===== config.mk =====
export PLATFORM = sky130hd
export DESIGN_NAME = dp_pass_sequencer
export DESIGN_NICKNAME = d
export VERILOG_FILES = /design/src/rtl/dp_pass_sequencer.sv
export SDC_FILE = /design/constraint.sdc
export NUM_CORES = 2
export LEC_CHECK = 0
export CAP_MARGIN = 20
export CORE_ASPECT_RATIO = 1.2
export CORE_UTILIZATION = 55
export DETAILED_ROUTE_END_ITERATION = 7
export PLACE_DENSITY = 0.75
export SLEW_MARGIN = 20
export SYNTH_ARGS = -nofsm -noshare
export SYNTH_HDL_FRONTEND = slang
export SYNTH_SLANG_ARGS = --single-unit
export TNS_END_PERCENT = 10

===== constraint.sdc =====
create_clock -name clk -period 16.4 [get_ports clk]
set_clock_uncertainty 0.1 [all_clocks]
set_input_delay 3.28 -clock clk [delete_from_list [all_inputs] [get_ports clk]]
set_output_delay 3.28 -clock clk [all_outputs]
set_load 0.1 [all_outputs]

===== src/rtl/dp_pass_sequencer.sv =====
// dp_pass_sequencer
//   Computes one MAX_FEATURES-wide signed dot product by time-sharing NUM_MULTS
//   multipliers over PASSES = MAX_FEATURES/NUM_MULTS passes. Each pass sums one
//   NUM_MULTS-element slice into a pipelined partial (prod_q), which is folded into the
//   ACC_W accumulator on the following edge. Only one vector is in flight at a time.
//
// Build option:
//   DP_SEQ_SAT_EN  defined   -> result clamped to signed 32-bit, sat flags the clamp
//                  undefined -> result = acc[31:0] (wraps), sat tied to 0
//
// Ports:
//   clk        in   rising-edge clock
//   rst        in   synchronous active-high reset
//   in_valid   in   features/weights valid
//   in_ready   out  high in IDLE only
//   features   in   16*MAX_FEATURES, element i at [16*i+15:16*i], signed
//   weights    in   16*MAX_FEATURES, element i at [16*i+15:16*i], signed
//   out_valid  out  high in DONE
//   out_ready  in   downstream accepts result
//   result     out  32-bit signed dot product
//   sat        out  result was clamped
//   busy       out  state != IDLE
//   pass_idx   out  slice currently being multiplied
module dp_pass_sequencer #(
  parameter int unsigned MAX_FEATURES = 8,
  parameter int unsigned NUM_MULTS    = 4,
  parameter int unsigned ACC_W        = 40,
  localparam int unsigned PASSES      = MAX_FEATURES / NUM_MULTS,
  localparam int unsigned PASS_W      = (PASSES > 1) ? $clog2(PASSES) : 1
) (
  input  logic                      clk,
  input  logic                      rst,
  input  logic                      in_valid,
  output logic                      in_ready,
  input  logic [16*MAX_FEATURES-1:0] features,
  input  logic [16*MAX_FEATURES-1:0] weights,
  output logic                      out_valid,
  input  logic                      out_ready,
  output logic [31:0]               result,
  output logic                      sat,
  output logic                      busy,
  output logic [PASS_W-1:0]         pass_idx
);

  // Elaboration-time parameter checks.
  if (MAX_FEATURES % NUM_MULTS != 0) begin : g_bad_split
    $error("MAX_FEATURES must be a multiple of NUM_MULTS");
  end
  if (ACC_W < 32 + $clog2(MAX_FEATURES)) begin : g_bad_acc
    $error("ACC_W too small for MAX_FEATURES products");
  end

  localparam logic [PASS_W-1:0] LastPass = PASS_W'(PASSES - 1);

  typedef enum logic [1:0] {StIdle, StMult, StDrain, StDone} state_e;

  state_e state_q, state_d;

  logic [16*MAX_FEATURES-1:0] feat_q, wt_q;
  logic signed [ACC_W-1:0]    acc_q, prod_q;
  logic [PASS_W-1:0]          pass_q;
  logic [31:0]                result_q;
  logic                       sat_q;

  logic signed [ACC_W-1:0]    slice_sum;
  logic signed [ACC_W-1:0]    acc_sum;
  logic signed [31:0]         mult_p;
  int unsigned                elem;
  logic [31:0]                res_d;
  logic                       sat_d;

  // Sum of the NUM_MULTS signed products for the current slice.
  always_comb begin
    slice_sum = '0;
    mult_p    = '0;
    elem      = 0;
    for (int unsigned m = 0; m < NUM_MULTS; m++) begin
      elem      = NUM_MULTS * 32'(pass_q) + m;
      mult_p    = $signed(feat_q[16*elem +: 16]) * $signed(wt_q[16*elem +: 16]);
      slice_sum = slice_sum + {{(ACC_W-32){mult_p[31]}}, mult_p};
    end
  end

  assign acc_sum = acc_q + prod_q;

`ifdef DP_SEQ_SAT_EN
  localparam logic signed [ACC_W-1:0] MaxRes = {{(ACC_W-32){1'b0}}, 32'h7FFF_FFFF};
  localparam logic signed [ACC_W-1:0] MinRes = {{(ACC_W-32){1'b1}}, 32'h8000_0000};

  always_comb begin
    res_d = acc_sum[31:0];
    sat_d = 1'b0;
    if (acc_sum > MaxRes) begin
      res_d = 32'h7FFF_FFFF;
      sat_d = 1'b1;
    end else if (acc_sum < MinRes) begin
      res_d = 32'h8000_0000;
      sat_d = 1'b1;
    end
  end
`else
  logic unused_acc_hi;
  assign unused_acc_hi = ^acc_sum[ACC_W-1:32];
  assign res_d         = acc_sum[31:0];
  assign sat_d         = 1'b0;
`endif

  // State register.
  always_ff @(posedge clk) begin
    if (rst) begin
      state_q <= StIdle;
    end else begin
      state_q <= state_d;
    end
  end

  // Next-state logic.
  always_comb begin
    state_d = state_q;
    unique case (state_q)
      StIdle:  if (in_valid) state_d = StMult;
      StMult:  if (pass_q == LastPass) state_d = StDrain;
      StDrain: state_d = StDone;
      StDone:  if (out_ready) state_d = StIdle;
      default: state_d = StIdle;
    endcase
  end

  // Output decode.
  always_comb begin
    in_ready  = (state_q == StIdle);
    out_valid = (state_q == StDone);
    busy      = (state_q != StIdle);
    result    = result_q;
    pass_idx  = pass_q;
`ifdef DP_SEQ_SAT_EN
    sat       = sat_q;
`else
    sat       = 1'b0;
`endif
  end

`ifndef DP_SEQ_SAT_EN
  logic unused_sat_q;
  assign unused_sat_q = sat_q;
`endif

  // Datapath. prod_q is cleared on accept so the first MULT edge adds zero to acc.
  always_ff @(posedge clk) begin
    if (rst) begin
      feat_q   <= '0;
      wt_q     <= '0;
      acc_q    <= '0;
      prod_q   <= '0;
      pass_q   <= '0;
      result_q <= '0;
      sat_q    <= 1'b0;
    end else begin
      case (state_q)
        StIdle: begin
          if (in_valid) begin
            feat_q <= features;
            wt_q   <= weights;
            acc_q  <= '0;
            prod_q <= '0;
            pass_q <= '0;
          end
        end
        StMult: begin
          prod_q <= slice_sum;
          acc_q  <= acc_sum;
          pass_q <= (pass_q == LastPass) ? '0 : pass_q + 1'b1;
        end
        StDrain: begin
          acc_q    <= acc_sum;
          result_q <= res_d;
          sat_q    <= sat_d;
        end
        default: ;
      endcase
    end
  end

endmodule

# Word-level counts from Yosys, hierarchy flattened
# Index checks and enable logic that the tools add are counted.
dict set report classes {
  reduce_logical 9
  muxes 10
  n_eq_ne 6
  n_shift 8
  n_addsub 8
  mul 4
}
# cell n
set op_table {}
lappend op_table {{128-bit by 9-bit indexed part select with 16-bit output} 6}
lappend op_table {{128-bit by 8-bit indexed part select with 16-bit output} 2}
lappend op_table {{40-bit case mux with 2 select lines} 2}
lappend op_table {{16-bit by 16-bit multiplier with 32-bit output} 4}
lappend op_table {{40-bit adder} 1}
lappend op_table {{40-bit two-way mux} 1}
lappend op_table {{34-bit by 32-bit adder with 35-bit output} 1}
lappend op_table {{33-bit by 32-bit adder with 34-bit output} 1}
lappend op_table {{32-bit by 32-bit adder with 33-bit output} 1}
lappend op_table {{3-bit by 2-bit adder with 4-bit output, second input constant} 2}
lappend op_table {{2-bit case mux with 4 select lines} 1}
lappend op_table {{2-bit two-way mux} 3}
lappend op_table {{2-bit AND reduction} 3}
lappend op_table {{2-bit nonzero test} 3}
lappend op_table {{3-bit by 1-bit adder with 4-bit output, second input constant} 1}
lappend op_table {{2-bit == test, second input constant} 2}
lappend op_table {{2-bit inequality test, second input constant} 2}
lappend op_table {{3-bit AND reduction} 1}
lappend op_table {{2-bit by 1-bit == test with 1-bit output, second input constant} 1}
lappend op_table {{2-bit logical NOT} 1}
lappend op_table {{1-bit two-way mux} 2}
lappend op_table {{2-bit by 1-bit inequality test with 1-bit output, second input constant} 1}
lappend op_table {{1-bit case mux with 2 select lines} 1}
lappend op_table {{2-bit OR reduction} 1}
lappend op_table {{1-bit adder, second input constant} 1}
dict set report word_totals {
  output_inout_bits 37
  inputBits 260
  word_cells 52
  reg_bits 371
}

# Logic depth before layout (Yosys ltp)
dict set report depth {
  word_depth 7
  ltp_mapped 35
  depth_no_buf 31
}

# Worst setup path after synthesis
# OpenSTA, ideal clock, no wires.
dict set report synth_timing {
  path_type {reg-to-reg}
  startpoint {reg pass_q, in the netlist pass_idx}
  endpoint {reg prod_q[30]}
  setup_ns 0.122
  arrival_ns 10.108
  synth_period_minus_slack_ns 10.330
  stages_incl_launch_ff 33
  slack_ns 6.070
  required_ns 16.178
  n_path_buf 4
  path_cell_list {dfxtp_1 > clkbuf_1 > clkbuf_1 > buf_1 > clkbuf_1 > mux2i_1 > nor2_1 > fa_1 > inv_1 > fa_1 > inv_1 > fa_1 > fa_1 > inv_1 > fa_1 > fa_1 > inv_1 > fa_1 > fa_1 > fa_1 > inv_1 > fa_1 > inv_1 > ha_1 > a21o_1 > a21o_1 > a221oi_2 > o32ai_2 > a2111oi_2 > o21bai_1 > o31ai_2 > mux2i_1 > a221o_1}
}
dict set report synth_via {
  elab_chain_cells 7
  elab_cells_between_ends 19
  classes_between {6 x add/sub; 4 x mul; 8 x shift; 1 x mux}
}
# item line
set synth_lines {}
lappend synth_lines {{from (decl)} 61} ;# logic [PASS_W-1:0] pass_q;
lappend synth_lines {{from (signal assigned)} 172} ;# pass_q <= (pass_q == LastPass) ? '0 : pass_q + 1'b1;
lappend synth_lines {{3-bit by 1-bit adder with 4-bit output} 78} ;# elem = NUM_MULTS * 32'(pass_q) + m;
lappend synth_lines {{128-bit by 9-bit indexed part select with 16-bit output} 79} ;# mult_p = $signed(feat_q[16*elem +: 16]) * $signed(wt_q[16*elem +: 16]);
lappend synth_lines {{16-bit by 16-bit multiplier with 32-bit output} 79}
lappend synth_lines {{32-bit by 32-bit adder with 33-bit output} 80} ;# slice_sum = slice_sum + {{(ACC_W-32){mult_p[31]}}, mult_p};
lappend synth_lines {{33-bit by 32-bit adder with 34-bit output} 80}
lappend synth_lines {{34-bit by 32-bit adder with 35-bit output (*)} 80}
lappend synth_lines {{40-bit case mux with 2 select lines (*)} 159} ;# case (state_q)
lappend synth_lines {{to (signal assigned)} 170} ;# prod_q <= slice_sum;
lappend synth_lines {{to (decl)} 60} ;# logic signed [ACC_W-1:0] acc_q, prod_q;
# Every way passes the cells marked *; elsewhere a longest branch is shown, timed or not.
# A chain may end at the register's enable or synchronous reset.

# Final worst setup path
dict set report layout_timing {
  startpoint {reg pass_q, in the netlist pass_idx}
  endpoint {reg prod_q[31]}
}
# The elaborated chain is that of the path after synthesis.

==> results.md <==
* Status: finished, final reports clean
* Slew margin rel. at 0.171
* Final non-filler cell total at 7504
* TritonCTS clock tree: yes
* Synth Instances at 5993
* Die span in y at 346 um
* Wirelength per Cell at 21.7 um
* Hold Crit Class: reg -> reg
* Clk pin slew, worst setup/hold paths at 0.08 ns
* Setup Crit Path Kind: reg -> reg
* Drt first pass iters at 7
* Syn-to-layout area delta at 10.8%
* Largest net degree at the start of global routing at 104
* Vias per cell at 5.54
* Top Ports at 297
* Arrival time at the worst endpoint at 11.52 ns
* Design Area, Final at 60000 sq um
* Slowest stage cell, crit path: dfxtp_4
* Area fraction of the dominant cell type after synthesis at 0.451
* Worst slew pin tran at 1.21 ns
* Critical path required time at 16.80 ns
* Max Slew Vio Count at 0
* Post-synthesis async set-or-reset flop share at 0
* Mapped Area at 54200 sq um
* Final setup viols at 0
* Htree depth at 2
* Synth warnings at 0
* Cell count after placement at 7435
* Crit path max fanout at 50
* Remaining Overflow, GRT at 0
* Fmax at 90.0 MHz
* CTS Buffer Depth at 3
* Top cells by area, synth: fa_1 (45%), dfxtp_1 (13%), inv_1 (9.1%)
* Die width at 289 um
* Core area at 97300 sq um
* Post-route DRC violation count at 0
* Postcts setup bufs at 0
* Avg Cell Area, Syn at 9.04 sq um
* Starting Density at 0.557
* Total wire length at 163000 um
* RSZ-0062 raised after global routing: no
* TritonCTS Buffers at 40
* Vias in the first global route at 44200
* Minimum clock period at 11.11 ns
* Clock Latency Late Sink at 0.61 ns
* Yosys cell types at 71
* Setup crit start kind: flip-flop
* MaxCap Viol Count at 0
* Cell Rows at 125
* CTS root buf: clkbuf_16
* Fin Setup TNS at 0 ns
* DP Area at 58700 sq um
* Critical path endpoint category: flip-flop
* Clock sinks at 355
* GR Util All Layers at 0.337
* Fraction of layout cells with a size suffix above 1 at 0.0484
* Detailed Place HPWL at 139000 um
* Post-synth EDFFs at 0
* Post-CTS Hold Buffers at 0
* Via count at 41500
* Fill cells at 8265
* Sequential cell area fraction in the yosys report at 0.131
* Global-route wire length before repair at 252000 um
* PortBufs at 295
* Initial antenna violation count at 1
* Area leader, netlist: fa_1
* Diode count at 0
* Gpl congestion at 1.02
* Hold Violations, Final at 0
* Flops & latches, synth at 355
* CTS resizes at 0
* Die area at 99800 sq um
* CP dominant cell by count: fa_1
* CP peak stage delay at 0.86 ns
* Period Utilization, post-route at 0.678
* Post-route antenna net violation count at 0
* DR iter-0 viols at 3448
* Main synth FF type: dfxtp_1
* Syn Nets at 7751
* Final #Nets at 7965
placed cells by master, fill, tap and decap left out, drive strengths merged, types with 24 or more instances in the layout:
cell type	n
nand2b	34
mux2	96
ha	276
inv	1321
fa	1222
nor2	646
dfxtp	355
xnor2	84
a21oi	324
buf	88
clkdlybuf4s50	294
clkbuf	52
mux2i	149
nand2	982
a21o	24
a22oi	33
or2	25
o21ai	36
cells in the mapped netlist (3+ instances only):
cell type,n
fa_1,1222
a31oi_1,3
a211oi_1,9
a22o_1,18
nor2_1,646
nand2b_1,34
nor2b_1,6
o21bai_1,9
or3_1,6
xor2_1,18
o21ai_0,35
a21o_1,22
and3_1,4
mux2_2,96
and2_1,13
o21a_1,12
mux2i_1,149
buf_2,3
o311ai_0,4
a21oi_1,324
nand2_1,982
a22oi_1,33
o31ai_1,3
nor3_1,7
nand3b_1,3
a32oi_1,3
or2_2,25
ha_1,276
buf_1,25
nand4_1,5
clkbuf_1,181
xnor2_1,84
o211ai_1,4
a2111oi_2,3
dfxtp_1,355
inv_1,1319
nand3_1,9
metrics by stage:
step	hold WS, ns	setup WS, ns	util
final	0.352	5.29	0.617
after CTS	0.354	5.31	0.617
after detailed placement	0.346	5.32	0.603
after global routing	0.369	4.90	0.617
after floorplan	0.329	6.07	-
after global placement	0.341	5.44	0.603
area by class of cell:
class	count	area (sq um)	share of cell area
multi-input combinational	4108	41400	0.690
clock inverter	17	250	0.00417
clock buffer	52	1110	0.0184
tap	1270	1590	0.0265
timing repair buffer	382	3620	0.0604
sequential	355	7110	0.118
inverter	1320	4950	0.0825
kinds of logic after synthesis:
kind of cell	synth area share
buf+inv	0.106
xor+xnor	0.0165
flops	0.131
fa+ha+maj	0.515
mux	0.0475
simple gates	0.127
compound gates	0.0569
other cells	0.0000692
layer usage:
layer  up-vias  global-route usage  wire length (um)
met3       454              0.0706             14200
met5         -                   0                 0
met4         0               0.195             11100
met2      1928               0.550             78000
met1     21000               0.414             59500
li1      18200                   -                 -
critical path, delay by kind of cell (launching register included):
family / cells / cell delay (ns)
compound gates: 8 / 2.18
mux: 1 / 0.75
buf+inv: 6 / 1.43
fa+ha+maj: 11 / 5.33
flops: 1 / 0.86
simple gates: 1 / 0.15
xor+xnor: 1 / 0.08
registers in the layout (all words and copies together), names as in the netlist:
name and count:
pass_idx 1, prod_q 32, state_q 2, wt_q 128, acc_q 32, feat_q 128
result 32
final timing paths:
kind                   from          to  slack [ns]  cells past startpoint
hold reg to reg   wt_q[110]   wt_q[110]        0.35                      2
hold / removal    wt_q[110]   wt_q[110]        0.35                      2
setup reg to reg   pass_idx  prod_q[31]        5.29                     28
setup / recovery   pass_idx  prod_q[31]        5.29                     28
Power is not shown: default switching activity piles up to over one toggle a cycle in this logic, so the estimate is an artifact.
